### config.mk
export PLATFORM = sky130hd
export DESIGN_NAME = div_unit
export DESIGN_NICKNAME = d
export VERILOG_FILES = /design/src/rtl/div_unit_pkg.sv /design/src/rtl/div_unit.sv
export SDC_FILE = /design/constraint.sdc
export NUM_CORES = 1
export LEC_CHECK = 0
export ABC_AREA = 1
export BUFFER_PORTS_ARGS = -buffer_cell sky130_fd_sc_hd__buf_2
export CAP_MARGIN = 20
export CORE_UTILIZATION = 55
export CTS_BUF_LIST = sky130_fd_sc_hd__clkbuf_16
export CTS_CLUSTER_SIZE = 12
export DETAILED_ROUTE_END_ITERATION = 8
export GPL_ROUTABILITY_DRIVEN = 0
export PLACE_DENSITY = 0.75
export REMOVE_ABC_BUFFERS = 1
export SETUP_SLACK_MARGIN = 0.5
export SYNTH_ARGS = -nofsm -noshare
export SYNTH_HDL_FRONTEND = slang
export SYNTH_SLANG_ARGS = --single-unit
### constraint.sdc
create_clock -name clk -period 4.75 [get_ports clk]
set_input_delay 0.95 -clock clk [delete_from_list [all_inputs] [get_ports clk]]
set_output_delay 0.95 -clock clk [all_outputs]
set_load 0.02 [all_outputs]
### src/rtl/div_unit_pkg.sv
// Shared definitions for the multi-cycle divider: FSM encodings, handshake
// levels, datapath widths and small arithmetic helpers.
package div_unit_pkg;

   localparam int REG_WIDTH        = 32;
   localparam int DOUBLE_REG_WIDTH = 64;
   localparam int WORK_WIDTH       = 65;
   localparam int CNT_WIDTH        = 6;

   localparam logic [CNT_WIDTH-1:0] DIV_LAST_STEP = 6'd32;

   localparam logic DIV_RESULT_READY     = 1'b1;
   localparam logic DIV_RESULT_NOT_READY = 1'b0;
   localparam logic DIV_START            = 1'b1;
   localparam logic DIV_STOP             = 1'b0;

   typedef enum logic [1:0] {
      DIV_FREE   = 2'b00,
      DIV_BYZERO = 2'b01,
      DIV_ON     = 2'b10,
      DIV_END    = 2'b11
   } div_state_e;

   // Two's-complement negation of a word.
   function automatic logic [REG_WIDTH-1:0] neg32(input logic [REG_WIDTH-1:0] value);
      neg32 = (~value) + 32'd1;
   endfunction

   // Magnitude of an operand when it is to be treated as signed.
   function automatic logic [REG_WIDTH-1:0] mag32(input logic                 is_signed,
                                                  input logic [REG_WIDTH-1:0] value);
      if (is_signed && value[REG_WIDTH-1]) begin
         mag32 = neg32(value);
      end else begin
         mag32 = value;
      end
   endfunction

endpackage

### src/rtl/div_unit.sv
// Iterative 32-bit restoring divider (DIV/DIVU): one quotient bit per clock,
// result presented as {remainder, quotient} with a ready/start handshake.
module div_unit
   import div_unit_pkg::*;
(
   input  logic                        clk,
   input  logic                        rst,
   input  logic                        signed_div_i,
   input  logic [REG_WIDTH-1:0]        opdata1_i,
   input  logic [REG_WIDTH-1:0]        opdata2_i,
   input  logic                        start_i,
   input  logic                        annul_i,
   output logic [DOUBLE_REG_WIDTH-1:0] result_o,
   output logic                        ready_o
);

   div_state_e                  state_r;
   div_state_e                  state_next_s;
   logic [CNT_WIDTH-1:0]        cnt_r;
   logic [CNT_WIDTH-1:0]        cnt_next_s;
   logic [WORK_WIDTH-1:0]       work_r;
   logic [WORK_WIDTH-1:0]       work_next_s;
   logic [REG_WIDTH-1:0]        divisor_r;
   logic [REG_WIDTH-1:0]        divisor_next_s;
   logic                        dividend_neg_r;
   logic                        dividend_neg_next_s;
   logic                        divisor_neg_r;
   logic                        divisor_neg_next_s;
   logic [DOUBLE_REG_WIDTH-1:0] result_r;
   logic [DOUBLE_REG_WIDTH-1:0] result_next_s;
   logic                        ready_r;
   logic                        ready_next_s;

   logic                        accept_s;
   logic [REG_WIDTH:0]          trial_s;
   logic [REG_WIDTH-1:0]        quot_s;
   logic [REG_WIDTH-1:0]        rem_s;

   assign accept_s = (start_i == DIV_START) && (annul_i == 1'b0);

   // Partial remainder sits in work_r[63:32]; bit 32 of the trial is the borrow.
   assign trial_s = {1'b0, work_r[63:32]} - {1'b0, divisor_r};
   assign quot_s  = work_r[31:0];
   assign rem_s   = work_r[64:33];

   // FSM state register.
   always_ff @(posedge clk) begin
      if (rst) begin
         state_r <= DIV_FREE;
      end else begin
         state_r <= state_next_s;
      end
   end

   // FSM next-state decode.
   always_comb begin
      state_next_s = state_r;
      case (state_r)
         DIV_FREE: begin
            if (accept_s) begin
               if (opdata2_i == 32'd0) begin
                  state_next_s = DIV_BYZERO;
               end else begin
                  state_next_s = DIV_ON;
               end
            end else begin
               state_next_s = DIV_FREE;
            end
         end
         DIV_BYZERO: begin
            if (annul_i) begin
               state_next_s = DIV_FREE;
            end else begin
               state_next_s = DIV_END;
            end
         end
         DIV_ON: begin
            if (annul_i) begin
               state_next_s = DIV_FREE;
            end else if (cnt_r == DIV_LAST_STEP) begin
               state_next_s = DIV_END;
            end else begin
               state_next_s = DIV_ON;
            end
         end
         DIV_END: begin
            if (start_i == DIV_STOP) begin
               state_next_s = DIV_FREE;
            end else begin
               state_next_s = DIV_END;
            end
         end
         default: begin
            state_next_s = DIV_FREE;
         end
      endcase
   end

   // Datapath and output next-value decode.
   always_comb begin
      cnt_next_s          = cnt_r;
      work_next_s         = work_r;
      divisor_next_s      = divisor_r;
      dividend_neg_next_s = dividend_neg_r;
      divisor_neg_next_s  = divisor_neg_r;
      result_next_s       = result_r;
      ready_next_s        = ready_r;
      case (state_r)
         DIV_FREE: begin
            result_next_s = 64'd0;
            ready_next_s  = DIV_RESULT_NOT_READY;
            if (accept_s && (opdata2_i != 32'd0)) begin
               cnt_next_s          = 6'd0;
               divisor_next_s      = mag32(signed_div_i, opdata2_i);
               work_next_s         = {32'd0, mag32(signed_div_i, opdata1_i), 1'b0};
               dividend_neg_next_s = signed_div_i & opdata1_i[31];
               divisor_neg_next_s  = signed_div_i & opdata2_i[31];
            end else begin
               cnt_next_s = cnt_r;
            end
         end
         DIV_BYZERO: begin
            result_next_s = 64'd0;
            if (annul_i) begin
               ready_next_s = DIV_RESULT_NOT_READY;
            end else begin
               ready_next_s = DIV_RESULT_READY;
            end
         end
         DIV_ON: begin
            if (annul_i) begin
               cnt_next_s    = 6'd0;
               result_next_s = 64'd0;
               ready_next_s  = DIV_RESULT_NOT_READY;
            end else if (cnt_r == DIV_LAST_STEP) begin
               // Sign fix-up: quotient follows the XOR of signs, remainder the dividend.
               result_next_s[31:0]  = (dividend_neg_r ^ divisor_neg_r) ? neg32(quot_s) : quot_s;
               result_next_s[63:32] = dividend_neg_r ? neg32(rem_s) : rem_s;
               ready_next_s         = DIV_RESULT_READY;
            end else begin
               if (trial_s[REG_WIDTH]) begin
                  work_next_s = {work_r[63:0], 1'b0};
               end else begin
                  work_next_s = {trial_s[31:0], work_r[31:0], 1'b1};
               end
               cnt_next_s = cnt_r + 6'd1;
            end
         end
         DIV_END: begin
            if (start_i == DIV_STOP) begin
               result_next_s = 64'd0;
               ready_next_s  = DIV_RESULT_NOT_READY;
            end else begin
               ready_next_s = ready_r;
            end
         end
         default: begin
            result_next_s = 64'd0;
            ready_next_s  = DIV_RESULT_NOT_READY;
         end
      endcase
   end

   // Datapath and output registers.
   always_ff @(posedge clk) begin
      if (rst) begin
         cnt_r          <= 6'd0;
         work_r         <= 65'd0;
         divisor_r      <= 32'd0;
         dividend_neg_r <= 1'b0;
         divisor_neg_r  <= 1'b0;
         result_r       <= 64'd0;
         ready_r        <= DIV_RESULT_NOT_READY;
      end else begin
         cnt_r          <= cnt_next_s;
         work_r         <= work_next_s;
         divisor_r      <= divisor_next_s;
         dividend_neg_r <= dividend_neg_next_s;
         divisor_neg_r  <= divisor_neg_next_s;
         result_r       <= result_next_s;
         ready_r        <= ready_next_s;
      end
   end

   assign result_o = result_r;
   assign ready_o  = ready_r;

endmodule

==> impl_results.md <==
- FMAX: 300 MHz
- First drt pass iteration count: 6
- Share of layout cells above drive strength 1: 9.13%
- Total global routing overflow: 0
- Total of cells resized after clock tree synthesis: 0
- Count of buffers from port buffering: 133
- Primary flip-flop cell chosen by synthesis mapping: dfxtp_1
- Antenna-violating nets left: 0
- Fin nets: 2424
- Starting utilization of the core area: 56.6%
- Yosys top cell area share: 26.6%
- Number of flip-flops and latches in the synthesized netlist: 172
- Outcome: completed
- Buffers from clock root to sink, at most: 2
- TritonCTS clock tree: built
- Final hold violation count: 0
- Setup bufs post-CTS: 0
- Synth Instances: 2220
- Source of the critical timing path: work_r[32]$_SDFFE_PP0P_
- Normalized max-slew margin: 34.5%
- Cell family with the largest share of critical-path delay: simple AND/OR/NAND/NOR gates
- Power density cells: 315 nW/um^2
- Vias/cell: 5.44
- Overall fraction of global-route tracks in use: 31.9%
- Per-instance average area after synthesis: 5.83 sq um
- P&R area growth vs syn: 10.9%
- Static Leak: 7.22 nW
- Count of final max-slew check failures: 0
- Diode insertion count for antenna repair: 0
- Final design utilization: 62.8%
- Non-filler cells, final: 2636
- Cell variety after synth: 45
- Number of flops mapped to enable cells by yosys: 0
- Total instance count after detailed placement: 2604
- Core box area: 22800 sq um
- Length of routed wiring on met1: 17.6 mm
- Starting DRT DRC Count: 1293
- Number of antenna violations at the first check in global routing: 0
- Critical path required time: 5.10 ns
- Overall die height: 155 um
- Count of hold-fix buffers inserted at cts: 0
- Topmost layer with routed signal wires: met4
- Critical Path Fanout Max: 17
- Yosys warnings: 0
- Unrepaired setup endpoints after global routing: no
- Final Skew: 0.0130 ns
- Sink count of the clock tree: 172
- Number of global-route vias before repair: 12800
- Depth of the worst register-to-register path: 16
- VDD IR max: 203 uV
- End point of the critical path: work_r[64]$_SDFFE_PP0P_
- FF-to-FF Start: work_r[32]$_SDFFE_PP0P_
- Maximum capacitance violations: 0
- Kind of end point of the critical path: register
- Maximum number of pins on one net before global-route repair: 65
- Worst slew pin tran: 0.975 ns
- Post-detailed-routing wire length: 38.0 mm
- Endpoint of the worst-slack reg-to-reg timing path: work_r[64]$_SDFFE_PP0P_
- Setup TNS: 0 ns
- First-pass GRT wire length: 62.2 mm
- Maximum level of the CTS H-tree: 4
- WP buf/inv: 2
- Cell chain of the critical path: inv_1 -> ha_1 -> fa_1 -> inv_1 -> nand2_1 -> nand2_1 -> nand3_1 -> nand2_1 -> nand2_1 -> nand2_1 -> nand2_2 -> nand2_1 -> nand3_1 -> nand2_1 -> nand2_1 -> a21oi_1
- Final cycle utilization of the critical path: 70.1%
- Post-route DRC violation count: 0
- Met2 WL: 16.1 mm
- Largest cells by area after synthesis: dfxtp_1 (27%), nand2_1 (19%), nand3_1 (10%)
- Data arrival, critical path: 3.68 ns
- Cts bufs inserted: 17
- Min-Delay Path Class: reg -> reg
- Clock-pin slew reported for the worst setup and hold paths after clock tree synthesis: 0.07 ns
- Clock latency of the later-clocked register in the worst-skew pair: 0.44 ns
- Sequential cell area fraction in the yosys report: 26.6%
- Most frequent CP cell: nand2_1
- CTS root buf: clkbuf_16
- Cell accounting for the most synthesized area: dfxtp_1
- Async SR Flop Fraction: 0%
- # rows: 55
- Delay contributed by the slowest stage of the critical path: 0.47 ns
- DR WL/cell: 14.4 um
- Worst path slowest cell: nand3_1
- Kind of launch point of the worst setup path: register
- Number of stages on the worst setup path: 16
- Die W: 155 um
- Final critical-path required period: 3.33 ns
- Total I/O pin count: 134
- Overall die area: 24100 sq um
- Total via count in the routed design: 14300
- Post-DP HPWL: 28.6 mm
- Crit Path Class: reg -> reg
- Reg-to-reg slack, setup: 1.42 ns
- Final setup violating endpoints: 0
- Netlist area before placement: 12900 sq um
- Met3 WL: 3.40 mm
==> layout by cell type, fill, tap and decap left out, types with 4 or more instances in the layout <==
master | synthesis | final
nand4_1 | 31 | 31
inv_6 | 0 | 5
inv_1 | 310 | 310
buf_4 | 3 | 17
nor3_1 | 24 | 24
inv_2 | 7 | 7
buf_2 | 16 | 132
a31oi_1 | 4 | 4
or2_2 | 10 | 10
nor2_1 | 193 | 193
nand2_2 | 5 | 5
a21oi_1 | 210 | 210
o21ai_0 | 108 | 108
xnor2_1 | 13 | 13
nand2_1 | 665 | 665
ha_1 | 44 | 44
xor2_1 | 36 | 36
nand3_1 | 267 | 267
o21bai_1 | 4 | 4
dfxtp_1 | 172 | 172
clkbuf_16 | 0 | 17
o211ai_1 | 5 | 5
==> registers in the layout, summed over array words and instances, names as in the netlist <==
signal	cells
work_r	65
result_o	64
divisor_r	32
cnt_r	6
state_r	2
dividend_neg_r	1
divisor_neg_r	1
ready_o	1
==> worst reg2reg max path, cell delays in order, from the launching register on <==
cell     delay [ns]
dfxtp_1        0.33
inv_1          0.10
ha_1           0.26
fa_1           0.37
inv_1          0.11
nand2_1        0.08
nand2_1        0.10
nand3_1        0.07
nand2_1        0.11
nand2_1        0.08
nand2_1        0.11
nand2_2        0.27
nand2_1        0.43
nand3_1        0.47
nand2_1        0.19
nand2_1        0.06
a21oi_1        0.11
==> cell families (layout without fill, tap and decap cells) <==
kind of cell               after synthesis  after routing  share of synthesized area, %
AOI/OAI and AO/OA                      347            347                          14.0
xor gates and xnor gates                49             49                          3.32
adders and majority gates               45             45                          4.41
buffers and inverters                  396            499                          12.3
DFF                                    172            172                          26.6
and+or+nand+nor                       1211           1211                          39.4
==> per-stage QoR <==
stage | power, W | hold WS (ns) | cell area (sq um) | setup WS, ns
final | 0.00452 | 0.459 | 14400 | 1.42
after global placement | 0.00299 | 0.444 | 13700 | 1.32
after global routing | 0.00477 | 0.477 | 14400 | 1.03
after CTS | 0.00449 | 0.461 | 14400 | 1.44
after detailed placement | 0.00301 | 0.452 | 13700 | 1.21
after floorplan | 0.00260 | 0.435 | 12500 | 1.19
==> report_power, final <==
group	internal (W)	switching (W)
sequential	0.00153	0.0000724
combinational	0.000425	0.00100
clock	0.000840	0.000651
==> worst min path at each step <==
stage                                 to                 startpoint  cells past startpoint
5_1_grt         result_o[8]$_SDFFE_PP0P_   result_o[8]$_SDFFE_PP0P_                      2
3_5_place_dp   result_o[44]$_SDFFE_PP0P_  result_o[44]$_SDFFE_PP0P_                      2
2_1_floorplan  divisor_r[2]$_SDFFE_PP0P_  divisor_r[2]$_SDFFE_PP0P_                      2
6_report       result_o[44]$_SDFFE_PP0P_  result_o[44]$_SDFFE_PP0P_                      2
3_3_place_gp   result_o[37]$_SDFFE_PP0P_  result_o[37]$_SDFFE_PP0P_                      2
4_1_cts        result_o[44]$_SDFFE_PP0P_  result_o[44]$_SDFFE_PP0P_                      2
==> Yosys cell counts, types with 2 or more instances <==
master	n
nand3_1	267
dfxtp_1	172
or2_2	10
nor3_1	24
a21boi_0	2
o21ai_0	108
nand3b_1	3
and2_1	3
buf_1	5
buf_6	9
xor2_1	36
inv_2	7
nor2_1	193
buf_2	16
a21o_1	2
nand2_2	5
clkbuf_1	45
a31oi_1	4
a21oi_1	210
nand4_1	31
buf_4	3
o31ai_1	2
o21bai_1	4
a211oi_1	2
nor2_2	3
nand2_1	665
ha_1	44
o22ai_1	2
inv_1	310
xnor2_1	13
o211ai_1	5
nand2_4	2
==> layer usage <==
layer	GRT usage [%]	up-vias
li1	-	7289
met1	45.4	6382
met2	48.9	601
met3	5.01	67
met4	10.8	0
met5	0	-
==> layout make-up <==
type | instances | area (sq um)
Fill cell | 2318 | 8490
Sequential cell | 172 | 3440
Clock buffer | 17 | 425
Multi-Input combinational cell | 1652 | 7920
Inverter | 317 | 1190
Tap cell | 313 | 392
Clock inverter | 15 | 183
Timing Repair Buffer | 150 | 808
No activity file was read; power rests on OpenSTA's default activity.
